**src/rtl/vec_strided_store_pkg.sv**
```systemverilog
// Shared definitions for the vector strided load/store engines:
// element-width encodings, engine state encoding and strobe/mask helpers.
package vec_strided_store_pkg;

   localparam logic [2:0] VSEW_E8  = 3'd0;
   localparam logic [2:0] VSEW_E16 = 3'd1;
   localparam logic [2:0] VSEW_E32 = 3'd2;

   // Encodings are fixed so the load engine can share them in debug views.
   typedef enum logic [2:0] {
      ST_IDLE  = 3'd0,
      ST_CHECK = 3'd1,
      ST_RD    = 3'd2,
      ST_CAP   = 3'd3,
      ST_WR    = 3'd4,
      ST_FIN   = 3'd5
   } state_t;

   // Byte strobe for an element sitting in lane 0; zero for illegal widths.
   function automatic logic [3:0] strb_base(input logic [2:0] vsew);
      case (vsew)
         VSEW_E8:  return 4'h1;
         VSEW_E16: return 4'h3;
         VSEW_E32: return 4'hF;
         default:  return 4'h0;
      endcase
   endfunction

   // Bit mask covering one element of the given width.
   function automatic logic [31:0] elem_mask(input logic [2:0] vsew);
      case (vsew)
         VSEW_E8:  return 32'h0000_00FF;
         VSEW_E16: return 32'h0000_FFFF;
         VSEW_E32: return 32'hFFFF_FFFF;
         default:  return 32'h0000_0000;
      endcase
   endfunction

   function automatic logic vsew_legal(input logic [2:0] vsew);
      return (vsew <= VSEW_E32);
   endfunction

endpackage

```
**src/rtl/vec_strided_store_if.sv**
```systemverilog
// Bundle of command, status, VRF-read and memory-write signals of the
// strided-store engine. master = engine side, slave = decode/VRF/responder side.
interface vec_strided_store_if #(
   parameter int VL_W   = 6,
   parameter int WIDX_W = 4
);
   logic              start;
   logic [31:0]       base;
   logic [31:0]       stride;
   logic [VL_W-1:0]   vl;
   logic [2:0]        vsew;
   logic [4:0]        vs3;

   logic              busy;
   logic              done;
   logic              err;

   logic              vrf_ren;
   logic [4:0]        vrf_rsel;
   logic [WIDX_W-1:0] vrf_widx;
   logic [31:0]       vrf_rdata;

   logic              mem_valid;
   logic              mem_ready;
   logic [31:0]       mem_addr;
   logic [31:0]       mem_wdata;
   logic [3:0]        mem_wstrb;

   modport master (
      input  start, base, stride, vl, vsew, vs3, vrf_rdata, mem_ready,
      output busy, done, err, vrf_ren, vrf_rsel, vrf_widx,
             mem_valid, mem_addr, mem_wdata, mem_wstrb
   );

   modport slave (
      output start, base, stride, vl, vsew, vs3, vrf_rdata, mem_ready,
      input  busy, done, err, vrf_ren, vrf_rsel, vrf_widx,
             mem_valid, mem_addr, mem_wdata, mem_wstrb
   );

endinterface

```
**src/rtl/vec_strided_store_elem_lane.sv**
```systemverilog
// Pulls one element out of a packed VRF word and places it on the byte
// lane selected by the target address, with matching byte strobes.
// Purely combinational; the load path can use the same shifts inverted.
module vec_strided_store_elem_lane
   import vec_strided_store_pkg::*;
(
   input  logic [2:0]  vsew_i,
   input  logic [1:0]  elem_off_i,
   input  logic [1:0]  lane_i,
   input  logic [31:0] rdata_i,
   output logic [31:0] wdata_o,
   output logic [3:0]  wstrb_o
);

   logic [31:0] elem;

   // Extract at the element's byte offset, then re-place at the address lane.
   always_comb begin
      elem    = (rdata_i >> {elem_off_i, 3'b000}) & elem_mask(vsew_i);
      wdata_o = elem << {lane_i, 3'b000};
      wstrb_o = strb_base(vsew_i) << lane_i;
   end

endmodule

```
**src/rtl/vec_strided_store.sv**
```systemverilog
// Strided vector store engine: walks vl elements of register vs3, issuing
// one byte-strobed word write per element at base + i*stride.
//
// state  | meaning
// IDLE   | waiting for start; command is latched on start
// CHECK  | element-count, width and alignment checks for element i
// RD     | VRF read of the word holding element i
// CAP    | element captured from VRF data, memory request built
// WR     | request held until the responder accepts it
// FIN    | one-cycle done/err pulse, then back to IDLE
module vec_strided_store
   import vec_strided_store_pkg::*;
#(
   parameter int VL_W   = 6,
   parameter int WIDX_W = 4
) (
   input logic                 clk_i,
   input logic                 rst_i,
   vec_strided_store_if.master bus
);

   state_t            state_q, state_d;
   logic [VL_W-1:0]   i_q, i_d;
   logic [31:0]       cur_addr_q, cur_addr_d;
   logic [31:0]       stride_q, stride_d;
   logic [VL_W-1:0]   vl_q, vl_d;
   logic [2:0]        vsew_q, vsew_d;
   logic [4:0]        vs3_q, vs3_d;
   logic              busy_q, busy_d;
   logic              done_q, done_d;
   logic              err_q, err_d;
   logic              vrf_ren_q, vrf_ren_d;
   logic [WIDX_W-1:0] widx_q, widx_d;
   logic              mem_valid_q, mem_valid_d;
   logic [31:0]       mem_addr_q, mem_addr_d;
   logic [31:0]       mem_wdata_q, mem_wdata_d;
   logic [3:0]        mem_wstrb_q, mem_wstrb_d;

   logic [31:0]       byte_off;
   logic              misalign;
   logic [31:0]       lane_wdata;
   logic [3:0]        lane_wstrb;

   // Byte offset of element i inside the source register; only meaningful
   // for legal widths, which CHECK guarantees before RD/CAP use it.
   always_comb begin
      byte_off = 32'(i_q) << vsew_q[1:0];
      misalign = ((vsew_q == VSEW_E16) && cur_addr_q[0]) ||
                 ((vsew_q == VSEW_E32) && (cur_addr_q[1:0] != 2'b00));
   end

   vec_strided_store_elem_lane u_lane (
      .vsew_i     (vsew_q),
      .elem_off_i (byte_off[1:0]),
      .lane_i     (cur_addr_q[1:0]),
      .rdata_i    (bus.vrf_rdata),
      .wdata_o    (lane_wdata),
      .wstrb_o    (lane_wstrb)
   );

   // Next-state and next-output logic; one-cycle strobes default low.
   always_comb begin
      state_d     = state_q;
      i_d         = i_q;
      cur_addr_d  = cur_addr_q;
      stride_d    = stride_q;
      vl_d        = vl_q;
      vsew_d      = vsew_q;
      vs3_d       = vs3_q;
      busy_d      = busy_q;
      done_d      = 1'b0;
      err_d       = 1'b0;
      vrf_ren_d   = 1'b0;
      widx_d      = widx_q;
      mem_valid_d = mem_valid_q;
      mem_addr_d  = mem_addr_q;
      mem_wdata_d = mem_wdata_q;
      mem_wstrb_d = mem_wstrb_q;

      case (state_q)
         ST_IDLE: begin
            if (bus.start) begin
               i_d        = '0;
               cur_addr_d = bus.base;
               stride_d   = bus.stride;
               vl_d       = bus.vl;
               vsew_d     = bus.vsew;
               vs3_d      = bus.vs3;
               busy_d     = 1'b1;
               state_d    = ST_CHECK;
            end
         end
         ST_CHECK: begin
            if (!vsew_legal(vsew_q)) begin
               done_d  = 1'b1;
               err_d   = 1'b1;
               state_d = ST_FIN;
            end else if (i_q == vl_q) begin
               done_d  = 1'b1;
               state_d = ST_FIN;
            end else if (misalign) begin
               done_d  = 1'b1;
               err_d   = 1'b1;
               state_d = ST_FIN;
            end else begin
               vrf_ren_d = 1'b1;
               widx_d    = WIDX_W'(byte_off >> 2);
               state_d   = ST_RD;
            end
         end
         ST_RD: begin
            state_d = ST_CAP;
         end
         ST_CAP: begin
            mem_valid_d = 1'b1;
            mem_addr_d  = {cur_addr_q[31:2], 2'b00};
            mem_wdata_d = lane_wdata;
            mem_wstrb_d = lane_wstrb;
            state_d     = ST_WR;
         end
         ST_WR: begin
            if (mem_valid_q && bus.mem_ready) begin
               mem_valid_d = 1'b0;
               i_d         = i_q + VL_W'(1);
               cur_addr_d  = cur_addr_q + stride_q;
               state_d     = ST_CHECK;
            end
         end
         ST_FIN: begin
            busy_d  = 1'b0;
            state_d = ST_IDLE;
         end
         default: begin
            busy_d      = 1'b0;
            mem_valid_d = 1'b0;
            state_d     = ST_IDLE;
         end
      endcase
   end

   // State and registered outputs; reset clears everything immediately.
   always_ff @(posedge clk_i or posedge rst_i) begin
      if (rst_i) begin
         state_q     <= ST_IDLE;
         i_q         <= '0;
         cur_addr_q  <= '0;
         stride_q    <= '0;
         vl_q        <= '0;
         vsew_q      <= '0;
         vs3_q       <= '0;
         busy_q      <= 1'b0;
         done_q      <= 1'b0;
         err_q       <= 1'b0;
         vrf_ren_q   <= 1'b0;
         widx_q      <= '0;
         mem_valid_q <= 1'b0;
         mem_addr_q  <= '0;
         mem_wdata_q <= '0;
         mem_wstrb_q <= '0;
      end else begin
         state_q     <= state_d;
         i_q         <= i_d;
         cur_addr_q  <= cur_addr_d;
         stride_q    <= stride_d;
         vl_q        <= vl_d;
         vsew_q      <= vsew_d;
         vs3_q       <= vs3_d;
         busy_q      <= busy_d;
         done_q      <= done_d;
         err_q       <= err_d;
         vrf_ren_q   <= vrf_ren_d;
         widx_q      <= widx_d;
         mem_valid_q <= mem_valid_d;
         mem_addr_q  <= mem_addr_d;
         mem_wdata_q <= mem_wdata_d;
         mem_wstrb_q <= mem_wstrb_d;
      end
   end

   assign bus.busy      = busy_q;
   assign bus.done      = done_q;
   assign bus.err       = err_q;
   assign bus.vrf_ren   = vrf_ren_q;
   assign bus.vrf_rsel  = vs3_q;
   assign bus.vrf_widx  = widx_q;
   assign bus.mem_valid = mem_valid_q;
   assign bus.mem_addr  = mem_addr_q;
   assign bus.mem_wdata = mem_wdata_q;
   assign bus.mem_wstrb = mem_wstrb_q;

endmodule

```
**src/flat_wrapper.sv**
```systemverilog
// flat-port wrapper written by rule: the top's interface ports become plain ports
module vec_strided_store_flat import vec_strided_store_pkg::*;
#(
   parameter int VL_W   = 6,
   parameter int WIDX_W = 4
)
  (clk_i, rst_i, bus_start, bus_base, bus_stride, bus_vl, bus_vsew, bus_vs3, bus_vrf_rdata, bus_mem_ready, bus_busy, bus_done, bus_err, bus_vrf_ren, bus_vrf_rsel, bus_vrf_widx, bus_mem_valid, bus_mem_addr, bus_mem_wdata, bus_mem_wstrb);
  vec_strided_store_if #(.VL_W(VL_W), .WIDX_W(WIDX_W)) bus_i ();
  input logic clk_i;
  input logic rst_i;
  input wire logic [$bits(bus_i.start)-1:0] bus_start;
  input wire logic [$bits(bus_i.base)-1:0] bus_base;
  input wire logic [$bits(bus_i.stride)-1:0] bus_stride;
  input wire logic [$bits(bus_i.vl)-1:0] bus_vl;
  input wire logic [$bits(bus_i.vsew)-1:0] bus_vsew;
  input wire logic [$bits(bus_i.vs3)-1:0] bus_vs3;
  input wire logic [$bits(bus_i.vrf_rdata)-1:0] bus_vrf_rdata;
  input wire logic [$bits(bus_i.mem_ready)-1:0] bus_mem_ready;
  output wire logic [$bits(bus_i.busy)-1:0] bus_busy;
  output wire logic [$bits(bus_i.done)-1:0] bus_done;
  output wire logic [$bits(bus_i.err)-1:0] bus_err;
  output wire logic [$bits(bus_i.vrf_ren)-1:0] bus_vrf_ren;
  output wire logic [$bits(bus_i.vrf_rsel)-1:0] bus_vrf_rsel;
  output wire logic [$bits(bus_i.vrf_widx)-1:0] bus_vrf_widx;
  output wire logic [$bits(bus_i.mem_valid)-1:0] bus_mem_valid;
  output wire logic [$bits(bus_i.mem_addr)-1:0] bus_mem_addr;
  output wire logic [$bits(bus_i.mem_wdata)-1:0] bus_mem_wdata;
  output wire logic [$bits(bus_i.mem_wstrb)-1:0] bus_mem_wstrb;
  assign bus_i.start = bus_start;
  assign bus_i.base = bus_base;
  assign bus_i.stride = bus_stride;
  assign bus_i.vl = bus_vl;
  assign bus_i.vsew = bus_vsew;
  assign bus_i.vs3 = bus_vs3;
  assign bus_i.vrf_rdata = bus_vrf_rdata;
  assign bus_i.mem_ready = bus_mem_ready;
  assign bus_busy = bus_i.busy;
  assign bus_done = bus_i.done;
  assign bus_err = bus_i.err;
  assign bus_vrf_ren = bus_i.vrf_ren;
  assign bus_vrf_rsel = bus_i.vrf_rsel;
  assign bus_vrf_widx = bus_i.vrf_widx;
  assign bus_mem_valid = bus_i.mem_valid;
  assign bus_mem_addr = bus_i.mem_addr;
  assign bus_mem_wdata = bus_i.mem_wdata;
  assign bus_mem_wstrb = bus_i.mem_wstrb;
  vec_strided_store #(.VL_W(VL_W), .WIDX_W(WIDX_W)) u_core (.clk_i(clk_i), .rst_i(rst_i), .bus(bus_i));
endmodule
```
**config.mk**
```make
export PLATFORM = sky130hd
export DESIGN_NAME = vec_strided_store_flat
export DESIGN_NICKNAME = d
export VERILOG_FILES = /design/src/rtl/vec_strided_store_pkg.sv /design/src/rtl/vec_strided_store_if.sv /design/src/rtl/vec_strided_store_elem_lane.sv /design/src/rtl/vec_strided_store.sv /design/src/flat_wrapper.sv
export SDC_FILE = /design/constraint.sdc
export NUM_CORES = 1
export LEC_CHECK = 0
export ABC_AREA = 1
export CAP_MARGIN = 5
export CORE_MARGIN = 2
export CORE_UTILIZATION = 40
export CTS_CLUSTER_DIAMETER = 30
export DETAILED_ROUTE_END_ITERATION = 12
export DONT_BUFFER_PORTS = 1
export HOLD_SLACK_MARGIN = 0.03
export SLEW_MARGIN = 20
export SYNTH_ARGS = -nofsm -noshare
export SYNTH_HDL_FRONTEND = slang
export SYNTH_HIERARCHICAL = 1
export SYNTH_SLANG_ARGS = --single-unit
export TNS_END_PERCENT = 10
```
**constraint.sdc**
```tcl
create_clock -name clk_i -period 13.1 [get_ports clk_i]
set_clock_uncertainty 0.15 [all_clocks]
set_input_delay 2.62 -clock clk_i [delete_from_list [all_inputs] [get_ports clk_i]]
set_output_delay 2.62 -clock clk_i [all_outputs]
set_load 0.005 [all_outputs]
```
==> results.toml <==
[grt]
grt_max_degree = 92
antenna_found_initial = 1
grt_use_total = 0.222
grt_pass1_vias = 8886
overflow = 0
grt_pass1_wl_mm = 47.2

[routing]
routed_wl_mm = 29.4
top_layer_used = "met4"
drt_iter0_drc = 731
postRouteAntennaNets = 0
drc = 0
dr_wl_met2_mm = 13.9
vias = 9077
drt_pass1_iterations = 5
met3_length_mm = 1.70
wl_per_cell_um = 16.3
via_per_inst = 5.03
wl_met1_mm = 13.3

[cts]
clock_path_buffers = 2
post-cts-setup-buffers = 0
cts_tree = "done"
cts_hold_buf = 0
clk_pin_slew_ns = 0.07
clkSinkCount = 162
clockRootBuffer = "clkbuf_16"
clk_latency_ns = 0.43
h-tree-depth = 4
cts_made_buffers = 17
cts_resized = 0

[die]
pin_count = 196
fp.dieH_um = 165
num_rows = 59
coreArea_um2 = 25800
die_area_um2 = 27400
die_w_um = 165
start_util = 0.404

[placed_design]
portBuffers = 0
postPlaceCellArea_um2 = 10600
place_congestion = 0.921
dp_cells = 1774
dp_hpwl_mm = 21.3
dp_slack_ns = 8.52

[sta]
fin_ws_ns = 8.95
slew_headroom = 0.288
hold_violations = 0
fin_tns_setup_ns = 0
tightestPinTransition_ns = 1.07
period_minus_slack_ns = 4.15
rsz0062_at_grt = "false"
timing.final.crit_share = 0.317
timing.final.max_slew_violations = 0
max_freq_mhz = 241
setup_viol = 0

[yosys]
synth_edf_count = 0
ys_warn_count = 6
ys_ff_latch = 162
syn_inst = 1486
synthDistinctLibCells = 43
ys_seq_area_frac = 0.389
synth-async-reset-ratio = 1.00
syn_area_per_cell_um2 = 7.02
syn_area_um2 = 10400
synth_flop_cell = "dfrtp_1"

[critical_path]
criticalPathCategory = "input port to register"
end_kind = "register"
crit_path_max_incr_delay_ns = 0.51
crit_top_cell = "buf_4"
critPathSlowestCell = "inv_2"
worstPathCellList = "nand3_2, buf_4, o21ai_2, buf_4, inv_2, nor2_1, nand2_1, o21ai_0"
worstPathRequired_ns = 13.24
cp_max_fo = 43
critPathLaunchType = "input port"
crit_arrival_ns = 4.29

[finish]
seqCellArea_um2 = 4050
layoutNonFillerInstCount = 1806
multi_input_area_um2 = 5420
n_fill_cell = 2723
final_cell_area_um2 = 11200
syn_to_final_growth_pct = 7.05
final_cell_mix = "nand2_1 (609), dfrtp_1 (162), inv_1 (157), nor2_1 (118), nand3_1 (114)"
final_nets = 1605
final_common_cell = "nand2_1"
drive_gt1_frac = 0.0837

[pwr]
p_total_mw = 3.08
ir_worst_vdd_mv = 0.0937
leakagePower_nw = 6.07
powerDensity_nw_per_um2 = 276

[job]
maxCapViolCount = 0

[min_path]
worstHoldPathType = "register to register"

[run_status]
status = "complete, no violations"
-- registers in the layout, indices dropped and copies added (netlist names), 3 cells and up --
name / cells
u_core/cur_addr_q: 32
u_core/vl_q: 6
u_core/i_q: 6
u_core/state_q: 3
u_core/stride_q: 32
u_core/bus.vrf_widx: 4
u_core/bus.vrf_rsel: 5
u_core/bus.mem_wstrb: 4
u_core/bus.mem_wdata: 32
u_core/vsew_q: 3
u_core/bus.mem_addr: 30
-- cell type report --
type	instances	share of cell area
multi-input combinational	1102	0.486
sequential	162	0.363
inverter	167	0.0570
clock buffer	18	0.0384
tap	335	0.0375
clock inverter	13	0.0127
timing repair buffer	8	0.00538
antenna	1	0.000224
-- synthesized netlist by cell type (all sizes together) (2+ instances only) --
master	count	area [um^2]
nor2	121	464
nor3	16	91.3
and2	2	12.5
nand2	615	2320
o21ai	42	214
o211ai	8	60.1
clkinv	2	7.51
xor2	14	123
o22ai	4	25.0
a31oi	3	18.8
or2	3	18.8
inv	165	624
dfrtp	162	4050
a21oi	41	216
buf	35	262
nand4	10	62.6
nand3	122	646
o21bai	3	22.5
clkbuf	21	78.8
mux2	55	619
xnor2	4	35.0
ha	32	400
-- worst max-delay path, delay by kind of cell --
family / cells / cell delay [ns]
simple gates: 3 / 0.22
buf+inv: 3 / 1.25
compound gates: 2 / 0.17
-- final timing paths --
check,from,end,slack (ns),cells past startpoint
hold reg to reg,u_core/stride_q[22]$_DFFE_PP0P_,u_core/stride_q[22]$_DFFE_PP0P_,0.34,2
hold / removal,u_core/stride_q[22]$_DFFE_PP0P_,u_core/stride_q[22]$_DFFE_PP0P_,0.34,2
max in group asynchronous,rst_i,u_core/stride_q[9]$_DFFE_PP0P_,9.27,2
setup reg to reg,u_core/vsew_q[0]$_DFFE_PP0P_,u_core/bus.mem_wdata[28]$_DFFE_PP0P_,9.89,11
min in group asynchronous,rst_i,u_core/bus.mem_addr[30]$_DFFE_PP0P_,2.07,1
setup / recovery,bus_start,u_core/cur_addr_q[19]$_DFFE_PP0P_,8.95,8
-- through the flow --
step                 util  hold slack [ns]
finish              0.432            0.343
global route        0.432            0.374
CTS                 0.432            0.346
detailed placement  0.410            0.328
global placement    0.410            0.329
floorplan               -            0.303
-- metal layers --
| layer | up-vias | global-route usage |
|---|---|---|
| met5 | - | 0 |
| met4 | 0 | 0.0556 |
| met3 | 32 | 0.0397 |
| met2 | 239 | 0.373 |
| met1 | 4205 | 0.295 |
| li1 | 4601 | - |
-- power by group --
group | internal (mW) | total, mW | switching, mW | leakage (nW)
Combinational | 0.562 | 1.67 | 1.10 | 3.75
Clock | 0.270 | 0.511 | 0.241 | 0.279
Sequential | 0.719 | 0.909 | 0.189 | 2.05
Total | 1.55 | 3.08 | 1.53 | 6.07
-- logic make-up after synthesis --
group           Yosys count  synth area share
simple gates            890             0.347
buf+inv                 223            0.0932
flops                   162             0.389
compound gates          104            0.0557
mux                      55            0.0594
fa+ha+maj                33            0.0403
xor+xnor                 18            0.0151
other cells               1          0.000360
Power figures use the tool's default switching activity.
